### src/rtl/ercd8_div.sv
// Unsigned 16/8 restoring divider with a valid/ready handshake on both sides.
// Optional macro ERCD8_TRUNC_EN adds a trunc port that skips LSB quotient bits.
module ercd8_div (
    input  logic        clk,
    input  logic        rst,
    input  logic        in_vld,
    output logic        in_rdy,
    input  logic [15:0] dat_in_a,
    input  logic [7:0]  dat_in_b,
    output logic        out_vld,
    input  logic        out_rdy,
    output logic [7:0]  dat_o_q,
    output logic [7:0]  dat_o_r,
    output logic        dat_o_err
`ifdef ERCD8_TRUNC_EN
    ,
    input  logic [2:0]  trunc
`endif
);

    typedef enum logic [1:0] {IDLE, CALC, DONE} state_t;

    state_t      state;
    logic [8:0]  rem;
    logic [7:0]  dvd_lo;
    logic [7:0]  dvs;
    logic [6:0]  quo;
    logic [3:0]  cnt;
    logic [2:0]  trunc_r;
    logic [2:0]  trunc_in;

    logic [9:0]  trial;
    logic        q_bit;
    logic [8:0]  rem_nxt;
    logic [7:0]  quo_nxt;

`ifdef ERCD8_TRUNC_EN
    assign trunc_in = trunc;
`else
    assign trunc_in = 3'd0;
`endif

    assign in_rdy  = (state == IDLE) && !rst;
    assign out_vld = (state == DONE);

    // One restoring step: bring down the next dividend bit, subtract if it fits.
    always_comb begin
        trial   = {rem, dvd_lo[7]};
        q_bit   = (trial >= {2'b00, dvs});
        rem_nxt = q_bit ? 9'(trial - {2'b00, dvs}) : trial[8:0];
        quo_nxt = {quo, q_bit};
    end

    always_ff @(posedge clk) begin
        if (rst) begin
            state     <= IDLE;
            rem       <= '0;
            dvd_lo    <= '0;
            dvs       <= '0;
            quo       <= '0;
            cnt       <= '0;
            trunc_r   <= '0;
            dat_o_q   <= '0;
            dat_o_r   <= '0;
            dat_o_err <= 1'b0;
        end else begin
            case (state)
                IDLE: begin
                    if (in_vld) begin
                        dvs     <= dat_in_b;
                        dvd_lo  <= dat_in_a[7:0];
                        rem     <= {1'b0, dat_in_a[15:8]};
                        quo     <= '0;
                        trunc_r <= trunc_in;
                        // A high byte not below the divisor cannot yield an 8-bit quotient.
                        if (dat_in_a[15:8] >= dat_in_b) begin
                            state     <= DONE;
                            dat_o_q   <= 8'hFF;
                            dat_o_r   <= 8'h00;
                            dat_o_err <= 1'b1;
                        end else begin
                            state <= CALC;
                            cnt   <= 4'd8 - {1'b0, trunc_in};
                        end
                    end
                end
                CALC: begin
                    rem    <= rem_nxt;
                    quo    <= quo_nxt[6:0];
                    dvd_lo <= {dvd_lo[6:0], 1'b0};
                    cnt    <= cnt - 4'd1;
                    if (cnt == 4'd1) begin
                        state     <= DONE;
                        dat_o_q   <= quo_nxt << trunc_r;
                        dat_o_r   <= (trunc_r == 3'd0) ? rem_nxt[7:0] : 8'h00;
                        dat_o_err <= 1'b0;
                    end
                end
                DONE: begin
                    if (out_rdy) begin
                        state <= IDLE;
                    end
                end
                default: state <= IDLE;
            endcase
        end
    end

endmodule

### config.mk
export PLATFORM = sky130hd
export DESIGN_NAME = ercd8_div
export DESIGN_NICKNAME = d
export VERILOG_FILES = /design/src/rtl/ercd8_div.sv
export SDC_FILE = /design/constraint.sdc
export NUM_CORES = 1
export LEC_CHECK = 0
export CAP_MARGIN = 20
export CORE_MARGIN = 10
export CORE_UTILIZATION = 60
export CTS_BUF_LIST = sky130_fd_sc_hd__clkbuf_4 sky130_fd_sc_hd__clkbuf_8
export CTS_CLUSTER_SIZE = 20
export DETAILED_ROUTE_END_ITERATION = 8
export GPL_TIMING_DRIVEN = 0
export MAX_ROUTING_LAYER = met4
export PLACE_DENSITY_LB_ADDON = 0.08
export SLEW_MARGIN = 20
export SYNTH_ARGS = -nofsm -noshare
export SYNTH_HDL_FRONTEND = slang
export SYNTH_SLANG_ARGS = --single-unit
### constraint.sdc
create_clock -name clk -period 6.9 [get_ports clk]
set_clock_uncertainty 0.1 [all_clocks]
set_input_delay 0.69 -clock clk [delete_from_list [all_inputs] [get_ports clk]]
set_output_delay 0.69 -clock clk [all_outputs]
set_load 0.03 [all_outputs]
Word level (Yosys, flattened, before mapping)
Cells that the tools add are included.
{ "classes": {"n_addsub": 2, "multipliers": 0, "n_div": 0, "order_cmp": 2, "n_eq_ne": 8, "shifts": 0, "muxes": 27, "bitwise_logic": 0, "n_reduce_logical": 9} }
{ "ops": {"columns": ["cell", "n"], "rows": [
  ["$mux W8", 7],
  ["$pmux W8 S2", 3],
  ["$mux W9", 2],
  ["$pmux W9 S2", 1],
  ["$pmux W7 S2", 1],
  ["$ge A10 B8 Y1", 1],
  ["$sub A9 B8 Y9", 1],
  ["$ge A8 B8 Y1", 1],
  ["$mux W2", 4],
  ["$mux W4", 2],
  ["$pmux W4 S2", 1],
  ["$mux W7", 1],
  ["$ne A2 B2 Y1 const B", 3],
  ["$pmux W2 S3", 1],
  ["$reduce_and A3 Y1", 2],
  ["$eq A4 B1 Y1 const B", 1],
  ["$ne A2 B1 Y1 const B", 2],
  ["$reduce_and A2 Y1", 2],
  ["$reduce_and A4 Y1", 1],
  ["$sub A4 B1 Y4 const B", 1],
  ["$mux W1", 3],
  ["$eq A2 B1 Y1 const B", 1],
  ["$eq A2 B2 Y1 const B", 1],
  ["$logic_not A2 Y1", 1],
  ["4 further kinds", 4]
]} }
{ "totals": {"regBits": 55, "latchBits": 0, "ramBits": 0, "romBits": 0, "input_bits": 28, "word_cells": 57, "n_memories": 0} }

Depth between registers and ports, before layout
{ "logic_depth": {"ltp_word": 4, "ltp_mapped": 11} }

Worst setup path after synthesis
OpenSTA, ideal clock, no wires.
{ "synth_path": {"kind": "flip-flop to flip-flop", "start": "register dvd_lo[7]", "end": "register dat_o_r[6]", "setup_ns": 0.131, "t_arrival_ns": 2.354, "t_required_ns": 6.669, "slack_ns": 4.314, "stages_incl_launch_ff": 11, "path_buffers": 1, "synth_period_minus_slack_ns": 2.586, "cell_sequence": "dfxtp_1 > inv_1 > ha_1 > inv_1 > fa_1 > a211oi_4 > o21ai_2 > a2111oi_4 > buf_6 > mux2i_1 > o32ai_2"} }
{ "synth_via": {"elab_chain_len": 4} }
{ "synth_rtl": {"columns": ["element", "line_no", "rtl"], "rows": [
  ["start, declared", "25", "logic [7:0] dvd_lo;"],
  ["start signal, assigned", "71", "dvd_lo <= dat_in_a[7:0];"],
  ["start signal, assigned", "90", "dvd_lo <= {dvd_lo[6:0], 1'b0};"],
  ["$sub A9 B8 Y9 or $ge A10 B8 Y1 (tied branches)", "50, 49", null],
  ["$mux W9 *", "50", "rem_nxt = q_bit ? 9'(trial - {2'b00, dvs}) : trial[8:0];"],
  ["$mux W8 *", "92", "if (cnt == 4'd1) begin"],
  ["$pmux W8 S2 *", "67", "case (state)"],
  ["end signal, assigned", "95", "dat_o_r <= (trunc_r == 3'd0) ? rem_nxt[7:0] : 8'h00;"],
  ["end, declared", "13", "output logic [7:0] dat_o_r,"]
]} }
Mark *: on every way between the ends. The rest lies on a longest branch, timed or not. The select of a mux whose other input is x is not followed.
A chain may end at the register's enable or synchronous reset.

Worst setup path after layout
{ "layout_path": {"start": "register dvd_lo[7]", "end": "register rem[0]"} }
{ "layout_via": {"elab_chain_len": 3} }
{ "layout_rtl": {"columns": ["element", "line_no", "rtl"], "rows": [
  ["$sub A9 B8 Y9 or $ge A10 B8 Y1 (tied branches)", "50, 49", null],
  ["$mux W9 *", "50", null],
  ["$pmux W9 S2 *", "67", null],
  ["end signal, assigned", "72", "rem <= {1'b0, dat_in_a[15:8]};"],
  ["end signal, assigned", "88", "rem <= rem_nxt;"],
  ["end, declared", "24", "logic [8:0] rem;"]
]} }
Mark *: on every way between the ends. The rest lies on a longest branch, timed or not.

==> flow_summary.json <==
{
  "synth_top_area_cell": "dfxtp_1",
  "max_freq_mhz": 332,
  "power_leakage_nw": 1.35,
  "die_x_um": 90.0,
  "grt_overflow": 0,
  "htreeDepth": 2,
  "place_congestion": 0.896,
  "synth_warnings": 0,
  "synthArstFlopShare_pct": 0,
  "synth_area_per_cell_um2": 8.13,
  "initial_utilization_pct": 62.3,
  "antenna_found_initial": 0,
  "synth_ff_type": "dfxtp_1",
  "grt_pass1_vias": 2795,
  "cts_tree": "yes",
  "core-area_um2": 4720,
  "port_buffers": 45,
  "synth_cell_types": 52,
  "synth_edf_count": 0,
  "max_cap_violations": 0,
  "finalHoldViolCount": 0,
  "worst-path-max-fanout": 10,
  "routed-via-count": 2882,
  "critPathTopFamily": "compound AO/OA/AOI/OAI gates",
  "drt-total-wl_um": 8010,
  "n_antenna_cell": 0,
  "row_count": 25,
  "synth_common_cells": "dfxtp_1 (55), nor2_1 (44), nand2_1 (43)",
  "ant_nets": 0,
  "status": "finished clean",
  "max_slew.worst_pin.slew_ns": 0.838,
  "areaGrowthSynthToFinish_pct": 22.0,
  "grt_usage_pct": 19.9,
  "synth_cells": 362,
  "peakVddDrop_mv": 0.176,
  "fin_setup_tns_ns": 0,
  "die_h_um": 90.0,
  "clock-sinks": 55,
  "numCtsBuffers": 5,
  "synthTopCellsByArea": "dfxtp_1 (37%), ha_1 (7.7%), nor2_1 (5.6%)",
  "die_area_um2": 8110,
  "synth_seq_area_share_pct": 37.4,
  "first_iter_violations": 224,
  "synth_seq_cells": 55,
  "cts_buffer_depth": 2,
  "crit_buf_inv": 3,
  "syn_area_um2": 2940,
  "fin_nets": 461,
  "crit_path_end_kind": "register",
  "vias_per_cell": 5.98,
  "cts-hold-fix-buffers": 0,
  "crit_path_start_kind": "register",
  "crit_chain": "inv_1, ha_1, inv_1, fa_1, a211oi_4, o21ai_2, a2111oi_4, buf_6, nor3_1, a31oi_1, a211oi_1",
  "post-cts-setup-buffers": 0,
  "first_pass_iters": 5,
  "criticalPathCategory": "register to register",
  "yosysMostFrequentCell": "dfxtp_1",
  "cp.required_ns": 6.98,
  "cts-resized-gates": 0,
  "avgRoutedWirePerCell_um": 16.6,
  "grt_pass1_wl_um": 13400,
  "crit_top_cell": "inv_1",
  "dp_hpwl_um": 6000,
  "rsz0062_at_grt": "no",
  "synth_nets": 409,
  "grt_max_degree": 18,
  "slowest_delay_ns": 0.59,
  "root_buffer": "clkbuf_8",
  "ios": 47,
  "drc_errors": 0,
  "pre_cts_ws_ns": 3.67,
  "clk-insertion-delay-late_ns": 0.31,
  "critPathArrivalTime_ns": 3.09,
  "p_per_area_nw_per_um2": 269,
  "hp-class": "register to register",
  "power_uw": 967,
  "finalSetupViolCount": 0,
  "period_share_pct": 43.7,
  "period_minus_slack_ns": 3.01,
  "slew_headroom_pct": 43.9,
  "slew_viol_final": 0,
  "drive_gt1_share_pct": 5.54,
  "clk_transition_reported_paths_ns": 0.09,
  "synth_top_cell_area_share_pct": 37.4,
  "setup_ws_ns": 3.89,
  "cp_slowest_cell": "a2111oi_4"
}
==> worst paths after layout <==
check	start	endpoint	slack [ns]	depth (start not counted)
min	dvs[5]$_SDFFE_PP0P_	dvs[5]$_SDFFE_PP0P_	0.36	2
max reg2reg	dvd_lo[7]$_SDFFE_PP0P_	rem[0]$_SDFFE_PP0P_	3.89	11
min reg2reg	dvs[5]$_SDFFE_PP0P_	dvs[5]$_SDFFE_PP0P_	0.36	2
max	dvd_lo[7]$_SDFFE_PP0P_	rem[0]$_SDFFE_PP0P_	3.89	11
==> per-layer routing <==
| metal | up-vias | GRT usage [%] | wire length, µm |
|---|---|---|---|
| li1 | 1400 | - | - |
| met1 | 1355 | 24.6 | 3580 |
| met2 | 110 | 32.3 | 3820 |
| met3 | 17 | 2.99 | 386 |
| met4 | 0 | 6.63 | 221 |
| met5 | - | - | 0 |
==> per-stage QoR <==
stage                     hold slack [ns]  std cells  utilization [%]  area, µm²
after floorplan                     0.336        362                -       2940
after global placement              0.343        474             73.6       3480
after CTS                           0.360        482             76.0       3590
after detailed placement            0.347        474             73.6       3480
final                               0.358        482             76.0       3590
after global routing                0.376        482             76.0       3590
==> flip-flops by register name, summed over array words and instances (netlist names) <==
register,count
dvd_lo,8
cnt,4
rem,9
state,2
dat_o_r,8
dat_o_q,8
dvs,8
quo,7
dat_o_err,1
==> cell usage in the layout, fill, tap and decap left out, types with 2 or more instances in the layout <==
cell | netlist | layout
mux2i_1 | 2 | 2
dfxtp_1 | 55 | 55
a31oi_1 | 6 | 6
o31ai_1 | 4 | 4
inv_1 | 19 | 19
clkbuf_8 | 0 | 5
nand2_1 | 43 | 43
ha_1 | 18 | 18
nor2b_1 | 3 | 3
o21a_1 | 3 | 3
nor3_1 | 22 | 22
o32ai_2 | 2 | 2
or4_1 | 2 | 2
nand3_1 | 4 | 4
clkbuf_1 | 19 | 19
a21oi_1 | 29 | 29
o21ai_0 | 6 | 6
nor2_1 | 44 | 44
nand4b_1 | 5 | 5
nor4_1 | 7 | 7
clkdlybuf4s50_1 | 0 | 45
a211oi_1 | 8 | 8
xnor2_1 | 2 | 2
a22oi_1 | 9 | 9
nand2b_1 | 8 | 8
a311oi_1 | 10 | 10
nand4_1 | 2 | 2
a211o_1 | 2 | 2
buf_2 | 3 | 3
==> worst reg2reg max path: cells and delay by family (launching register included) <==
family                   cells  cell delay [ns]
AO/OA/AOI/OAI                5             1.44
buffers and inverters        3             0.35
adder cells (fa/ha/maj)      2             0.60
AND/OR/NAND/NOR              1             0.06
flip-flops                   1             0.33
==> report_power, final <==
part / total, mW / switching [mW] / internal (mW)
Sequential: 0.374 / 0.0233 / 0.351
Clock: 0.214 / 0.106 / 0.108
Combinational: 0.379 / 0.229 / 0.150
==> logic make-up after synthesis <==
| group | after synthesis | synth area share, % |
|---|---|---|
| flops | 55 | 37.4 |
| compound gates | 93 | 23.1 |
| mux | 2 | 0.680 |
| simple gates | 147 | 23.7 |
| xor+xnor | 3 | 0.893 |
| fa+ha+maj | 19 | 8.33 |
| buf+inv | 43 | 5.87 |
==> cell type report <==
| class | count | area, µm² |
|---|---|---|
| inverter | 20 | 75.1 |
| tap | 67 | 83.8 |
| clock inverter | 3 | 43.8 |
| fill | 391 | 1130 |
| buffer | 23 | 97.6 |
| multi-input combinational | 264 | 1670 |
| sequential | 55 | 1100 |
| clock buffer | 5 | 68.8 |
| timing repair buffer | 45 | 450 |
No activity file was read; power rests on OpenSTA's default activity.
